==> config.mk <==
export PLATFORM = sky130hd
export DESIGN_NAME = pipe_stage_reg
export DESIGN_NICKNAME = d
export VERILOG_FILES = /design/src/rtl/pipe_stage_reg.sv
export SDC_FILE = /design/constraint.sdc
export NUM_CORES = 1
export LEC_CHECK = 0
export ABC_CLOCK_PERIOD_IN_PS = 2020
export BUFFER_PORTS_ARGS = -buffer_cell sky130_fd_sc_hd__buf_2
export CAP_MARGIN = 20
export CORE_MARGIN = 2
export CORE_UTILIZATION = 53
export DETAILED_ROUTE_END_ITERATION = 8
export PLACE_DENSITY = 0.79
export SLEW_MARGIN = 10
export SYNTH_ARGS = -nofsm -noshare
export SYNTH_HDL_FRONTEND = slang
export SYNTH_SLANG_ARGS = --single-unit
==> constraint.sdc <==
create_clock -name clk -period 2.02 [get_ports clk]
set_input_delay 0.303 -clock clk [delete_from_list [all_inputs] [get_ports clk]]
set_output_delay 0.303 -clock clk [all_outputs]
set_load 0.005 [all_outputs]
==> src/rtl/pipe_stage_reg.sv <==
// Inter-stage pipeline register: control bundle plus LANES data lanes behind a
// valid/ready handshake, with optional skid entry, flush and a saturating stall counter.
module pipe_stage_reg #(
    parameter int CTRL_W = 8,
    parameter int DATA_W = 32,
    parameter int LANES  = 2,
    parameter int SKID   = 1,
    parameter int CNT_W  = 16
) (
    input  logic                    clk,
    input  logic                    rst,
    input  logic                    flush,
    input  logic                    in_valid,
    output logic                    in_ready,
    input  logic [CTRL_W-1:0]       in_ctrl,
    input  logic [LANES*DATA_W-1:0] in_data,
    output logic                    out_valid,
    input  logic                    out_ready,
    output logic [CTRL_W-1:0]       out_ctrl,
    output logic [LANES*DATA_W-1:0] out_data,
    output logic [CNT_W-1:0]        stall_cnt
);
    localparam int BUS_W = LANES * DATA_W;
    localparam logic [CNT_W-1:0] CNT_MAX = '1;

    if (LANES < 1) begin : g_bad_lanes
        $error("pipe_stage_reg: LANES must be >= 1");
    end
    if (CTRL_W < 1) begin : g_bad_ctrl
        $error("pipe_stage_reg: CTRL_W must be >= 1");
    end
    if (SKID != 0 && SKID != 1) begin : g_bad_skid
        $error("pipe_stage_reg: SKID must be 0 or 1");
    end

    // M drives the outputs; S only ever holds the word that arrived while M was stalled.
    logic              m_valid;
    logic [CTRL_W-1:0] m_ctrl;
    logic [BUS_W-1:0]  m_data;
    logic              s_valid;
    logic [CTRL_W-1:0] s_ctrl;
    logic [BUS_W-1:0]  s_data;

    logic in_xfer;
    logic out_xfer;

    assign in_ready  = (SKID == 1) ? !s_valid : (!m_valid || out_ready);
    assign in_xfer   = in_valid && in_ready;
    assign out_xfer  = m_valid && out_ready;
    assign out_valid = m_valid;
    assign out_ctrl  = m_valid ? m_ctrl : '0;
    assign out_data  = m_data;

    // NOTE: sequential state uses <= so every register samples pre-edge values.
    always_ff @(posedge clk) begin
        if (rst) begin
            // NOTE: data registers are reset as well so out_data reads 0 after reset.
            m_valid   <= 1'b0;
            m_ctrl    <= '0;
            m_data    <= '0;
            s_valid   <= 1'b0;
            s_ctrl    <= '0;
            s_data    <= '0;
            stall_cnt <= '0;
        end else begin
            // Flush does not touch the counter; only reset clears it.
            if (m_valid && !out_ready && stall_cnt != CNT_MAX) begin
                stall_cnt <= stall_cnt + CNT_W'(1);
            end

            if (flush) begin
                m_valid <= 1'b0;
                s_valid <= 1'b0;
            end else if (SKID == 1) begin
                if (out_xfer || !m_valid) begin
                    if (s_valid) begin
                        // in_ready was low, so no input competes with the skid word.
                        m_valid <= 1'b1;
                        m_ctrl  <= s_ctrl;
                        m_data  <= s_data;
                        s_valid <= 1'b0;
                    end else if (in_xfer) begin
                        m_valid <= 1'b1;
                        m_ctrl  <= in_ctrl;
                        m_data  <= in_data;
                    end else begin
                        m_valid <= 1'b0;
                    end
                end else if (in_xfer) begin
                    s_valid <= 1'b1;
                    s_ctrl  <= in_ctrl;
                    s_data  <= in_data;
                end
            end else begin
                if (in_xfer) begin
                    m_valid <= 1'b1;
                    m_ctrl  <= in_ctrl;
                    m_data  <= in_data;
                end else if (out_xfer) begin
                    m_valid <= 1'b0;
                end
            end
        end
    end
endmodule

Word level (Yosys, flattened, before mapping)
Index checks and enable logic that the tools add are counted.
{"block": "op_classes", "n_mul": 0, "magnitude_cmp": 0, "muxes": 7, "reduce_logical": 13, "n_bitwise": 2, "div_mod_pow": 0, "add_sub_neg": 1, "n_eq_ne": 1, "shift": 0}
{"op": "2-to-1 mux 64 bit", "n": 2}
{"op": "2-to-1 mux 8 bit", "n": 3}
{"op": "adder 16 x 1 -> 16 bit, second input constant", "n": 1}
{"op": "!= test 16 bit, second input constant", "n": 1}
{"op": "AND reduction 3 bit", "n": 2}
{"op": "logical AND 1 bit", "n": 4}
{"op": "zero test 1 bit", "n": 3}
{"op": "OR reduction 3 bit", "n": 1}
{"op": "2-to-1 mux 1 bit", "n": 2}
{"op": "inverter 1 bit", "n": 2}
{"op": "nonzero test 2 bit", "n": 1}
{"op": "OR reduction 2 bit", "n": 1}
{"op": "logical OR 1 bit", "n": 1}
{"block": "word_totals", "ramBits": 0, "rom_bits": 0, "ff_bits": 162, "input_bits": 77, "latchBits": 0, "mem_count": 0, "word_cells": 31, "output_inout_bits": 90}

Longest topological paths before layout
{"block": "depth", "ltp_word": 4, "depth_mapped": 7, "depth_no_buf": 5}

Worst setup path before layout
OpenSTA, ideal clock, no wires.
{"block": "synth_path", "path_kind": "register to register", "from": "register stall_cnt[0]", "to": "register stall_cnt[0]", "t_arrival_ns": 1.682, "stages_incl_launch_ff": 7, "t_required_ns": 1.899, "path_buffers": 1, "period_less_slack_ns": 1.803, "path_slack_ns": 0.217, "setup_time_ns": 0.121, "cell_sequence": "dfxtp_1 -> ha_1 -> nand3_2 -> nor4_4 -> buf_6 -> a21oi_1 -> mux2_2"}
{"block": "synth_via", "elab_chain_len": 2, "word_cells_on_any_way": 3, "classes_between": "add/sub: 1; eq/ne: 1; reduce/logical: 1"}
{"item": "from (decl)", "line_no": "21", "source": "output logic [CNT_W-1:0] stall_cnt"}
{"item": "from (signal assigned)", "line_no": "68", "source": "stall_cnt <= stall_cnt + CNT_W'(1);"}
{"item": "branches (longest 2 deep; another with adder 16 x 1 -> 16 bit)"}
Several ways; the timed one is not identified.
A chain may end at the register's enable or synchronous reset.

Final worst setup path
{"block": "layout_path", "from": "register stall_cnt[7]", "to": "register stall_cnt[0]"}
{"block": "layout_via", "elab_chain_len": 2}
{"item": "!= test 16 bit", "line_no": "67", "source": "if (m_valid && !out_ready && stall_cnt != CNT_MAX) begin"}
{"item": "logical AND 1 bit", "line_no": "67"}
No other way between the ends.

==> metrics.cfg <==
[finish]
area_growth_pct = 22.7
n_fill_cell = 1125
drive_above_1_share_pct = 27.1
final_net_count = 977
seq_area_um2 = 3250
multi_input_area_um2 = 3140
diodes = 0

[worst_hold_path]
hp-class = in2reg
whs_path_depth = 3
hp-start = in_data[28]

[floorplanning]
num_rows = 41
die_h_um = 117
die-area_um2 = 13600
initial_core_util_pct = 53.7
dieWidth_um = 117
coreArea_um2 = 12500
io-pin-count = 167

[sta]
fmax_ghz = 0.531
tightest_slew_ns = 0.599
whs_ns = 0.129
finClkSkew_ns = 0.00459
post-route-min-period_ns = 1.88
setup_viol = 0
slew_headroom_pct = 59.9
finalSetupTns_ns = 0
rsz0062_at_grt = no
fin_crit_sh_pct = 93.3
hold_viol_final = 0
slew_violations = 0

[setup_path]
crit_path_start_kind = flop
critPathMaxFanout = 9
crit_arrival_ns = 2.19
worst_ep_required_time_ns = 2.32
r2r_cells = 5
regToRegStartpoint = stall_cnt[7]$_SDFFE_PP0P_
critPathKind = reg2reg
cp-end-kind = flop
crit_path_start = stall_cnt[7]$_SDFFE_PP0P_

[drt]
wl_um = 15100
vias = 5610
wl_met2_um = 7210
met1Wirelength_um = 6810
drtIter0Drc = 379
wl_per_cell_um = 13.9
routed-wl-met3_um = 921
maxUsedRoutingLayer = met4
drtPass1Iterations = 4
detail-route-antenna-nets = 0
drc = 0
via_per_inst = 5.18

[clock_tree]
cts_root_buffer = clkbuf_16
hold_buffers = 0
cts_resized = 0
cts-buffers-inserted = 17
cts_setup_buffers = 0
clock_path_buffers = 2
clk_pin_slew_worst_paths_ns = 0.06
insertion_delay_ns = 0.42
cts_tree = built
h-tree-depth = 4
cts_sinks = 162

[logic_synthesis]
ys_seq_area_share_pct = 48.3
synth_ff_type = dfxtp_1
synthArstFlopShare_pct = 0
synth-seq-cells = 162
ys_types = 40
synthCells = 753
netlist_area_um2 = 6720
ys.warnings.count = 0
avgSynthCellArea_um2 = 8.92
synth-edff-count = 0
synth_nets = 831

[outcome]
outcome = finished, final reports clean

[global_routing]
antenna_found_initial = 0
grt_max_degree = 87
overflow = 0
grt_pass1_wl_um = 24400
grt_usage_pct = 22.5
first_global_vias = 5144

[place]
gp_congestion = 0.771
dp_hpwl_um = 9680
portBuffers = 166

[power]
p_per_area_nw_per_um2 = 839
ir_drop_mv = 0.625
p_leak_nw = 3.18
finalPower_w = 0.00691

[run]
maxCapViolCount = 0

==> per-stage QoR <==
stage / util, % / setup slack, ns / instances / area (um2)
finish: 65.9 / 0.136 / 1083 / 8240
global route: 65.9 / 0.0373 / 1083 / 8240
CTS: 65.9 / 0.112 / 1083 / 8240
detailed placement: 61.4 / 0.159 / 1052 / 7690
global placement: 61.4 / 0.192 / 1052 / 7690
floorplan: - / 0.217 / 753 / 6720
==> cells in the mapped netlist (2+ instances only) <==
| master | count | share of area (%) |
|---|---|---|
| inv_1 | 3 | 0.17 |
| nor4_1 | 2 | 0.19 |
| a2111oi_2 | 2 | 0.45 |
| or4_1 | 3 | 0.34 |
| buf_2 | 11 | 0.82 |
| nand2_1 | 150 | 8.4 |
| o31ai_1 | 2 | 0.22 |
| clkbuf_1 | 32 | 1.8 |
| nor2_1 | 87 | 4.9 |
| buf_4 | 7 | 0.78 |
| buf_6 | 9 | 1.5 |
| nand3_1 | 4 | 0.30 |
| a21oi_1 | 79 | 5.9 |
| nor2b_1 | 8 | 0.75 |
| and2_2 | 8 | 0.89 |
| nand4_1 | 3 | 0.28 |
| dfxtp_1 | 162 | 48 |
| nand2b_1 | 2 | 0.19 |
| mux2i_1 | 73 | 11 |
| a211oi_1 | 78 | 8.7 |
| mux2_2 | 9 | 1.5 |
==> state kept, by name, summed over array words and instances (netlist names) <==
register,flops
m_ctrl,8
stall_cnt,16
s_ctrl,8
out_data,64
s_data,64
out_valid,1
s_valid,1
==> cell families after synthesis <==
logic type | synth area share, %
buffers and inverters | 5.12
AOI/OAI and AO/OA | 15.6
adders and majority gates | 0.186
DFF | 48.3
muxes | 12.6
and+or+nand+nor | 18.3
==> worst max-delay path, cell delays in order (launching register included) <==
cell and delay (ns):
dfxtp_1 0.44, nand3_1 0.19, nor4_4 0.47, buf_4 0.24, a21oi_1 0.11, mux2_2 0.32
==> layout by cell type (no fill, tap or decap), types with 6 or more instances in the layout <==
cell,instances
mux2_2,9
clkinv_2,6
a21oi_1,79
buf_2,165
buf_12,7
nand2_1,150
and2_2,8
a211oi_1,78
nor2_1,87
clkbuf_16,17
buf_4,15
nor2b_1,8
dfxtp_1,161
mux2i_1,73
==> layout make-up <==
class / instances / share of cell area [%]
sequential: 162 / 39.4
multi-input combinational: 528 / 38.1
timing repair buffer: 187 / 13.1
clock buffer: 21 / 5.71
tap: 172 / 2.61
clock inverter: 10 / 1.02
inverter: 3 / 0.137
==> metal layers <==
layer	global-route usage [%]	up-vias
met5	0	-
met4	6.67	0
met3	8.10	13
met2	37.0	107
met1	27.9	2583
li1	-	2907
==> report_power, final <==
part           switching [W]  internal (W)  leakage [nW]  total [W]
clock                0.00122       0.00177         0.275    0.00300
combinational       0.000304      0.000249          1.58   0.000553
sequential         0.0000566       0.00331          1.32    0.00336
total                0.00158       0.00533          3.18    0.00691
==> worst paths after layout <==
path,to,slack (ns)
setup / recovery,stall_cnt[0]$_SDFFE_PP0P_,0.14
hold / removal,s_data[28]$_SDFFE_PP0P_,0.13
setup reg to reg,stall_cnt[0]$_SDFFE_PP0P_,0.14
hold reg to reg,s_data[24]$_SDFFE_PP0P_,0.45
(Power assumes the default switching activity.)
